## src/rtl/mem_arbiter.sv

```systemverilog
`default_nettype none
// ============================================================================
// Module      : mem_arbiter
// Description : Two-port round-robin arbiter in front of a single-port
//               synchronous memory. One access per three cycles:
//               gnt in cycle N (ACCESS), memory read in cycle N+1 (RESP),
//               done/rdata in cycle N+2 (back in IDLE).
//               Optional grant locking is compiled in with MEM_ARB_LOCK_EN.
// Revision    : 1.0 - initial release
// ============================================================================
module mem_arbiter #(
  parameter int ADDR_W   = 16,
  parameter int DATA_W   = 16,
  parameter int LOCK_MAX = 8
) (
  input  logic              clk,
  input  logic              reset,
  input  logic              req0,
  input  logic              req1,
  input  logic              we0,
  input  logic              we1,
  input  logic [ADDR_W-1:0] addr0,
  input  logic [ADDR_W-1:0] addr1,
  input  logic [DATA_W-1:0] wdata0,
  input  logic [DATA_W-1:0] wdata1,
`ifdef MEM_ARB_LOCK_EN
  input  logic              lock0,
  input  logic              lock1,
`endif
  output logic              gnt0,
  output logic              gnt1,
  output logic              done0,
  output logic              done1,
  output logic [DATA_W-1:0] rdata,
  output logic              busy,
  output logic              mem_we,
  output logic [ADDR_W-1:0] mem_addr,
  output logic [DATA_W-1:0] mem_wdata,
  input  logic [DATA_W-1:0] mem_rdata
);

  localparam logic [1:0] IDLE   = 2'd0;
  localparam logic [1:0] ACCESS = 2'd1;
  localparam logic [1:0] RESP   = 2'd2;

  logic [1:0]        state;
  logic [1:0]        state_nxt;
  logic              any_req;
  logic              winner;     // 0 = port 0, 1 = port 1
  logic              last;       // port served most recently
  logic              owner;      // port owning the access in flight
  logic              owner_we;   // access in flight is a write

  logic              gnt0_nxt;
  logic              gnt1_nxt;
  logic              done0_nxt;
  logic              done1_nxt;
  logic              mem_we_nxt;
  logic [ADDR_W-1:0] mem_addr_nxt;
  logic [DATA_W-1:0] mem_wdata_nxt;
  logic [DATA_W-1:0] rdata_nxt;
  logic              owner_nxt;
  logic              owner_we_nxt;
  logic              last_nxt;

  assign any_req = req0 | req1;
  assign busy    = (state != IDLE);

`ifdef MEM_ARB_LOCK_EN
  localparam int               CNT_W   = $clog2(LOCK_MAX + 1);
  localparam logic [CNT_W-1:0] CNT_MAX = CNT_W'(LOCK_MAX);
  localparam logic [CNT_W-1:0] CNT_ONE = CNT_W'(1);

  logic [CNT_W-1:0] lock_cnt;
  logic             last_lock;
  logic             last_req;
  logic             lock_hold;

  // The last owner keeps the grant while it locks and has budget left
  assign last_lock = last ? lock1 : lock0;
  assign last_req  = last ? req1  : req0;
  assign lock_hold = last_lock && last_req && (lock_cnt < CNT_MAX);
`endif

  // Winner selection: round-robin on contention, lone requester always wins
  always_comb begin
    winner = 1'b0;
    if (req0 && req1) begin
      winner = ~last;
    end else begin
      winner = req1;
    end
`ifdef MEM_ARB_LOCK_EN
    if (lock_hold) begin
      winner = last;
    end
`endif
  end

  // State register
  always_ff @(posedge clk or negedge reset) begin
    if (!reset) begin
      state <= IDLE;
    end else begin
      state <= state_nxt;
    end
  end

  // Next-state logic
  always_comb begin
    state_nxt = state;
    case (state)
      IDLE:    if (any_req) state_nxt = ACCESS;
      ACCESS:  state_nxt = RESP;
      RESP:    state_nxt = IDLE;
      default: state_nxt = IDLE;
    endcase
  end

  // Output logic: next values of every registered output and bookkeeping
  always_comb begin
    gnt0_nxt      = 1'b0;
    gnt1_nxt      = 1'b0;
    done0_nxt     = 1'b0;
    done1_nxt     = 1'b0;
    mem_we_nxt    = 1'b0;
    mem_addr_nxt  = mem_addr;
    mem_wdata_nxt = mem_wdata;
    rdata_nxt     = rdata;
    owner_nxt     = owner;
    owner_we_nxt  = owner_we;
    last_nxt      = last;
    case (state)
      IDLE: begin
        if (any_req) begin
          gnt0_nxt      = ~winner;
          gnt1_nxt      = winner;
          mem_we_nxt    = winner ? we1    : we0;
          mem_addr_nxt  = winner ? addr1  : addr0;
          mem_wdata_nxt = winner ? wdata1 : wdata0;
          owner_nxt     = winner;
          owner_we_nxt  = winner ? we1    : we0;
        end
      end
      ACCESS: begin
        // mem_addr holds; mem_we falls back to 0 by default
      end
      RESP: begin
        done0_nxt = ~owner;
        done1_nxt = owner;
        if (!owner_we) begin
          rdata_nxt = mem_rdata;
        end
        last_nxt = owner;
      end
      default: begin
      end
    endcase
  end

  // Registered outputs; reset leaves port 1 as last served so port 0 wins first
  always_ff @(posedge clk or negedge reset) begin
    if (!reset) begin
      gnt0      <= 1'b0;
      gnt1      <= 1'b0;
      done0     <= 1'b0;
      done1     <= 1'b0;
      mem_we    <= 1'b0;
      mem_addr  <= '0;
      mem_wdata <= '0;
      rdata     <= '0;
      owner     <= 1'b0;
      owner_we  <= 1'b0;
      last      <= 1'b1;
    end else begin
      gnt0      <= gnt0_nxt;
      gnt1      <= gnt1_nxt;
      done0     <= done0_nxt;
      done1     <= done1_nxt;
      mem_we    <= mem_we_nxt;
      mem_addr  <= mem_addr_nxt;
      mem_wdata <= mem_wdata_nxt;
      rdata     <= rdata_nxt;
      owner     <= owner_nxt;
      owner_we  <= owner_we_nxt;
      last      <= last_nxt;
    end
  end

`ifdef MEM_ARB_LOCK_EN
  // Consecutive-access counter: restarts on owner change or unlocked grant,
  // clears when the last owner drops lock while idle
  always_ff @(posedge clk or negedge reset) begin
    if (!reset) begin
      lock_cnt <= '0;
    end else if (state == IDLE) begin
      if (any_req) begin
        if ((winner == last) && last_lock) begin
          if (lock_cnt != CNT_MAX) begin
            lock_cnt <= lock_cnt + CNT_ONE;
          end
        end else begin
          lock_cnt <= CNT_ONE;
        end
      end else if (!last_lock) begin
        lock_cnt <= '0;
      end
    end
  end
`endif

endmodule
`default_nettype wire
```

## config.mk

```make
export PLATFORM = sky130hd
export DESIGN_NAME = mem_arbiter
export DESIGN_NICKNAME = d
export VERILOG_FILES = /design/src/rtl/mem_arbiter.sv
export SDC_FILE = /design/constraint.sdc
export NUM_CORES = 1
export LEC_CHECK = 0
export ABC_CLOCK_PERIOD_IN_PS = 4500
export CAP_MARGIN = 20
export CORE_AREA = 2 2 83 85
export DETAILED_ROUTE_END_ITERATION = 8
export DIE_AREA = 0 0 85 87
export GPL_TIMING_DRIVEN = 0
export PLACE_DENSITY = 0.8
export SYNTH_ARGS = -nofsm -noshare
export SYNTH_HDL_FRONTEND = slang
export SYNTH_SLANG_ARGS = --single-unit
```

## constraint.sdc

```tcl
create_clock -name clk -period 4.5 [get_ports clk]
set_clock_uncertainty 0.1 [all_clocks]
set_input_delay 0.45 -clock clk [delete_from_list [all_inputs] [get_ports clk]]
set_output_delay 0.45 -clock clk [all_outputs]
set_load 0.03 [all_outputs]
```

==> metrics.log, run 1 <==
INFO  metric path_class = register to output pin
INFO  metric die_y = 87 um
INFO  metric wl_per_cell = 17.3 um
INFO  metric leakage = 1.80 nW
INFO  metric max_stage_delay = 0.68 ns
INFO  metric cts-root-buf = clkbuf_8
INFO  metric max_freq = 0.443 GHz
INFO  metric place.gp.congestion = 0.741
INFO  metric async_flop_share = 100%
INFO  metric detailedPlacementHpwl = 5.51 mm
INFO  metric cp_required = 3.95 ns
INFO  metric first_pass_grt_wire_length = 12.4 mm
INFO  metric placementRows = 30
INFO  metric clkSlewWorstSetupHoldPaths = 0.07 ns
INFO  metric worstPathBufferInverterCount = 2
INFO  metric critical-path-slowest-cell = clkdlybuf4s50_1
INFO  metric cts_sinks = 58
INFO  metric total_routing_usage_reported_by_global_routing = 21.6%
INFO  metric timing.hold.worst.class = input port to async pin
INFO  metric min_period_over_period = 50.2%
INFO  metric area_delta_synth_final = 63.2%
INFO  metric synthFlopType = dfrtp_1
INFO  metric netSwitchingFraction = 41.0%
INFO  metric max-clock-path-buffers = 2
INFO  metric cellInternalPower = 1.98 mW
INFO  metric dr_vias = 2333
INFO  metric grt_overflow_total = 0
INFO  metric dr.first_iter.drc_count = 41
INFO  metric grt_antenna_before_repair = 0
INFO  metric register_to_register_setup_slack = 2.79 ns
INFO  metric ir_worst_vdd = 0.449 mV
INFO  metric tritoncts = built
INFO  metric syn_area_per_cell = 12.9 sq um
INFO  metric total_switching_power = 1.38 mW
INFO  metric grt_max_degree = 34
INFO  metric power.share.sequential = 27.9%
INFO  metric grt_setup_unrepaired = no
INFO  metric die-width = 85 um
INFO  metric cap_violations = 0
INFO  metric timing.final.setup_violations = 0
INFO  metric layout.nets = 448
INFO  metric core_area = 0.00657 sq mm
INFO  metric route.antenna.remaining_nets = 0
INFO  metric slew_viol_final = 0
INFO  metric worstPathArrival = 1.71 ns
INFO  metric tightest_slew = 0.798 ns
INFO  metric total_routed_wirelength = 7.74 mm
INFO  metric p_per_area = 753 mW/mm^2
INFO  metric cp-start-kind = register
INFO  metric route.detailed.drc = 0
INFO  metric initial_utilization = 41.6%
INFO  metric synth.yosys.seq_area_share = 53.2%
INFO  metric syn-cell-area = 0.00273 sq mm
INFO  metric layout-drive-gt1-share = 22.6%
INFO  metric drtPass1Iterations = 4
INFO  metric critical-path-top-delay-family = buffers and inverters
INFO  metric critical_path.cell_chain = nor2_1, inv_1, clkdlybuf4s50_1
INFO  metric power.combinational.fraction = 56.1%
INFO  metric period_minus_slack = 2.26 ns
INFO  metric max_slew_margin = 46.8%
INFO  metric clk-insertion-delay-late = 0.33 ns
INFO  metric synth_fp_nets = 297
INFO  metric htree_num_levels = 3
INFO  metric seq_cells_post_synth = 58
INFO  metric buffers_inserted_during_post_cts_setup_optimization = 0
INFO  metric antenna_cells_inserted = 0
INFO  metric timing.final.hold_violations = 0
INFO  metric postCtsHoldBufs = 0
INFO  metric yosysWarningCount = 0
INFO  metric synth.distinct_cells = 26
INFO  metric critPathMaxFanout = 8
INFO  metric vias_per_cell = 5.22
INFO  metric vias_in_the_first_global_route = 2442
INFO  metric count_of_flip_flops_with_a_built_in_enable_after_synthesis = 0
INFO  metric ios = 140
INFO  metric pwr-share-clk = 16.0%
INFO  metric netlist_instances = 211
INFO  metric layout.filler_cells = 500
INFO  metric status = finished, final reports clean
INFO  metric setup_tns = 0 ns
INFO  metric setup.worst_path.end_class = output pin
INFO  metric port_buffers = 139
INFO  metric fp.dieArea = 0.00740 sq mm
INFO  metric post_cts_resized = 0
INFO  metric cts_inserted_buffers = 9
INFO  metric fin_worst_hold_slack = 0.105 ns
-- Yosys cell counts (2+ instances only) --
master	instances	area, sq um
buf_4	2	15.0
a2bb2oi_1	32	280
nand2_1	32	120
mux2_1	3	33.8
nor2_1	7	26.3
dfrtp_1	57	1430
mux2i_1	2	20.0
a2111oi_2	29	435
inv_1	3	11.3
buf_2	14	70.1
mux2_2	13	146
a2111oi_0	3	26.3
-- cells by family (layout without fill, tap and decap cells) --
family	after synthesis	in the layout	synth area share (%)
compound gates	69	69	28.6
buf+inv	24	180	4.53
flops	58	58	53.2
mux	18	18	7.33
simple gates	42	42	6.32
-- registers in the layout, indices dropped and copies added (netlist names) --
name	flops
done1	1
mem_addr	16
last	1
rdata	16
state	2
owner	1
mem_we	1
gnt1	1
gnt0	1
owner_we	1
mem_wdata	16
done0	1
-- power by group through the flow --
stage,logic [mW],clock network (mW),registers [mW]
finish,1.88,0.536,0.937
global route,1.99,0.570,0.972
CTS,1.90,0.543,0.938
detailed placement,1.89,0,0.940
global placement,1.87,0,0.929
floorplan,0.709,0,1.39
-- stage by stage --
stage | cells | util [%] | worst slack (ns) | area (sq um) | power (mW)
floorplan | 211 | - | 2.99 | 2730 | 2.10
finish | 447 | 67.8 | 2.24 | 4460 | 3.36
detailed placement | 431 | 64.5 | 2.28 | 4240 | 2.83
global placement | 430 | 64.3 | 0.953 | 4220 | 2.80
CTS | 447 | 67.8 | 2.24 | 4460 | 3.38
global route | 447 | 67.8 | 2.18 | 4460 | 3.53
-- final cells by class --
cell class	instances	area (sq um)	share of cell area (%)
buffer	20	109	2.44
clock buffer	11	141	3.17
clock inverter	5	77.6	1.74
inverter	4	15.0	0.337
multi-input combinational	129	1150	25.9
sequential	58	1450	32.6
tap	80	100	2.25
timing repair buffer	140	1410	31.6
-- worst reg2reg max path: cells and delay by family, from the launching register on --
kind,cells,cell delay (ns)
AOI/OAI and AO/OA,3,0.69
DFF,1,0.55
buffers and inverters,1,0.23
-- metal layers --
| layer | global-route usage, % | share of wire, % |
|---|---|---|
| met3 | 6.26 | 7.6 |
| met5 | 0 | 0 |
| met4 | 7.22 | 0.99 |
| met2 | 34.4 | 48 |
| met1 | 28.4 | 43 |
-- final timing paths --
check,from,end,cells past startpoint
min,reset,rdata[13]$_DFFE_PN0P_,1
max reg2reg,last$_DFFE_PN1N_,mem_wdata[11]$_DFFE_PN0P_,4
max in group asynchronous,reset,last$_DFFE_PN1N_,2
min in group clk,owner$_DFFE_PN0P_,done0$_DFF_PN0_,1
min reg2reg,owner$_DFFE_PN0P_,done0$_DFF_PN0_,1
max,state[1]$_DFFE_PN0P_,busy,3
-- layout by cell type, fill, tap and decap left out, types with 3 or more instances in the layout --
cell             instances
dfrtp_1                 57
mux2_2                  13
inv_1                    3
clkbuf_8                10
nor2_1                   7
mux2_1                   3
nand2_1                 32
a2111oi_2               29
buf_2                   15
a2111oi_0                3
a2bb2oi_1               32
clkdlybuf4s50_1        138
Power figures use the tool's default switching activity.
==> run 2: changes to the inputs <==
ABC_CLOCK_PERIOD_IN_PS = 1970   (was 4500)
CORE_AREA = 2 2 91 93   (was 2 2 83 85)
DIE_AREA = 0 0 93 95   (was 0 0 85 87)
PLACE_DENSITY = 0.71   (was 0.8)
clock period = 1.97 ns   (was 4.5 ns; I/O delays follow)
==> run 2 against run 1 <==
Compared with the run above:
- combinational power up 130%
- critical path depth unchanged
- cell area rose by 0.90%
- first-iteration DRC count grew 12%
- die area up 19%
- routed wire length shrank 0.19%
- sequential cell count did not move
- critical path type unchanged
==> metrics.log, run 2 (same netlist as run 1, synthesis figures left out) <==
INFO  metric p_per_area = 1700 mW/mm^2
INFO  metric place_area = 0.00427 sq mm
INFO  metric critical_path.cell_chain = nor2_1, inv_1, dlygate4sd2_1
INFO  metric period_minus_slack = 1.74 ns
INFO  metric initial_utilization = 34.5%
INFO  metric min_period_over_period = 88.5%
INFO  metric max_stage_delay = 0.49 ns
INFO  metric htree_num_levels = 3
INFO  metric max_slew_margin = 50.9%
INFO  metric grt_setup_unrepaired = no
INFO  metric total_routing_usage_reported_by_global_routing = 18.1%
INFO  metric setup_tns = 0 ns
INFO  metric worstPathBufferInverterCount = 2
INFO  metric cp_required = 1.67 ns
INFO  metric total_area_of_multi_input_combinational_cells = 0.00115 sq mm
INFO  metric tightest_slew = 0.736 ns
INFO  metric critical-path-top-delay-family = buffers and inverters
INFO  metric busiest_layer = met2
INFO  metric buffers_inserted_during_post_cts_setup_optimization = 0
INFO  metric cts_inserted_buffers = 9
INFO  metric placementRows = 33
INFO  metric power.total = 7.64 mW
INFO  metric total_routed_wirelength = 7.72 mm
INFO  metric port_buffers = 139
INFO  metric antenna_cells_inserted = 0
INFO  metric route.detailed.drc = 0
INFO  metric postLayoutCellArea = 0.00450 sq mm
INFO  metric first_pass_grt_wire_length = 12.4 mm
INFO  metric timing.hold.worst.class = input port to async pin
INFO  metric route.antenna.remaining_nets = 0
INFO  metric timing.final.setup_violations = 0
INFO  metric layout_commonest_cell = clkdlybuf4s50_1
INFO  metric dr.first_iter.drc_count = 46
INFO  metric cp-start-kind = register
INFO  metric area_delta_synth_final = 64.6%
INFO  metric layout.nets = 449
INFO  metric max-clock-path-buffers = 2
INFO  metric seq_area = 0.00145 sq mm
INFO  metric cap_violations = 0
INFO  metric vias_per_cell = 4.97
INFO  metric drtPass1Iterations = 4
INFO  metric critPathMaxFanout = 8
INFO  metric clk-insertion-delay-late = 0.33 ns
INFO  metric tritoncts = built
INFO  metric most-common-layout-cells = 137 x clkdlybuf4s50_1, 57 x dfrtp_1, 32 x nand2_1, 32 x a2bb2oi_1, 29 x a2111oi_2
INFO  metric die_y = 95 um
INFO  metric ios = 140
INFO  metric cts-root-buf = clkbuf_8
INFO  metric grt_antenna_before_repair = 0
INFO  metric fp.dieArea = 0.00884 sq mm
INFO  metric path_class = register to output pin
INFO  metric largest_registers = mem_addr x16, mem_wdata x16, rdata x16
INFO  metric met1_resource_use_gr = 24.2%
INFO  metric finish.utilization = 56.7%
INFO  metric vias_in_the_first_global_route = 2544
INFO  metric slew_viol_final = 0
INFO  metric die-width = 93 um
INFO  metric timing.final.hold_violations = 0
INFO  metric setup.worst_path.end_class = output pin
INFO  metric critical-path-slowest-cell = dfrtp_1
INFO  metric detailedPlacementHpwl = 5.51 mm
INFO  metric max_freq = 0.573 GHz
INFO  metric layout-drive-gt1-share = 22.1%
INFO  metric worstPathArrival = 1.45 ns
INFO  metric grt_max_degree = 39
INFO  metric core_area = 0.00793 sq mm
INFO  metric clkSlewWorstSetupHoldPaths = 0.07 ns
INFO  metric dr_vias = 2344
INFO  metric grt_overflow_total = 0
INFO  metric wl_per_cell = 16.4 um
INFO  metric cts_sinks = 58
INFO  metric global_route.usage.met3 = 5.19%
INFO  metric place.gp.congestion = 0.697
INFO  metric leakage = 1.80 nW
INFO  metric use_met2 = 28.3%
INFO  metric ir_worst_vdd = 0.835 mV
INFO  metric status = finished, final reports clean
INFO  metric layout.filler_cells = 691
run 2: changes by cell type in the layout (fill, tap and decap cells not counted), sizes merged:
cell,previous run,this run
clkbuf,13,15
clkinv,2,0
clkdlybuf4s50,138,137
clkinvlp,1,0
dlygate4sd2,0,1
dlygate4sd3,0,1
run 2: timing repair:
item,in CTS,in global routing
endpoints found under the hold margin,20,0
endpoints found under the setup margin,1,0
gates resized for setup,1,0
hold buffers,1,0
run 2: report_power, final:
part           leakage, nW  switching (mW)  total, mW  internal [mW]
Sequential           0.674           0.333       2.12           1.79
Clock                0.110           0.464       1.24          0.777
Combinational         1.02            2.30       4.28           1.98
run 2: path summary, 6_finish.rpt:
path                                           start  cells after the start  slack (ns)                        to
min in group clk                           addr0[12]                      3        0.31  mem_addr[12]$_DFFE_PN0P_
max in group asynchronous                      reset                      3        0.84          last$_DFFE_PN1N_
worst max register to register  state[0]$_DFFE_PN0P_                      4        0.27      rdata[8]$_DFFE_PN0P_
worst min-delay path                           reset                      2        0.27   mem_addr[2]$_DFFE_PN0P_
worst min register to register     owner$_DFFE_PN0P_                      1        0.33           done0$_DFF_PN0_
worst max-delay path            state[1]$_DFFE_PN0P_                      3        0.23                      busy
run 2: metal layers:
metal | vias to the layer above | part of all wire [%]
met4 | 0 | 1.1
met5 | - | 0
met3 | 9 | 6.5
met2 | 83 | 47
met1 | 1142 | 46
li1 | 1110 | -
run 2: cell type report:
| cell class | instances | share of cell area (%) |
|---|---|---|
| Buffer | 20 | 2.42 |
| Clock buffer | 13 | 3.53 |
| Clock inverter | 2 | 1.34 |
| Inverter | 4 | 0.334 |
| Multi-Input combinational cell | 129 | 25.7 |
| Sequential cell | 58 | 32.3 |
| Tap cell | 105 | 2.92 |
| Timing Repair Buffer | 141 | 31.5 |
run 2: stage by stage:
step,setup slack [ns],cells,hold WS (ns)
after floorplan,0.460,211,-0.199
after global placement,-1.38,455,0.320
after detailed placement,0.102,456,0.106
after CTS,0.200,472,0.278
after global routing,0.124,472,0.291
final,0.226,472,0.273
==> run 3: changes to the inputs <==
SLEW_MARGIN = 0   (was not set)
==> results of run 3 <==
Same layout as run 2: the final DEF is identical, and so are final timing and power.
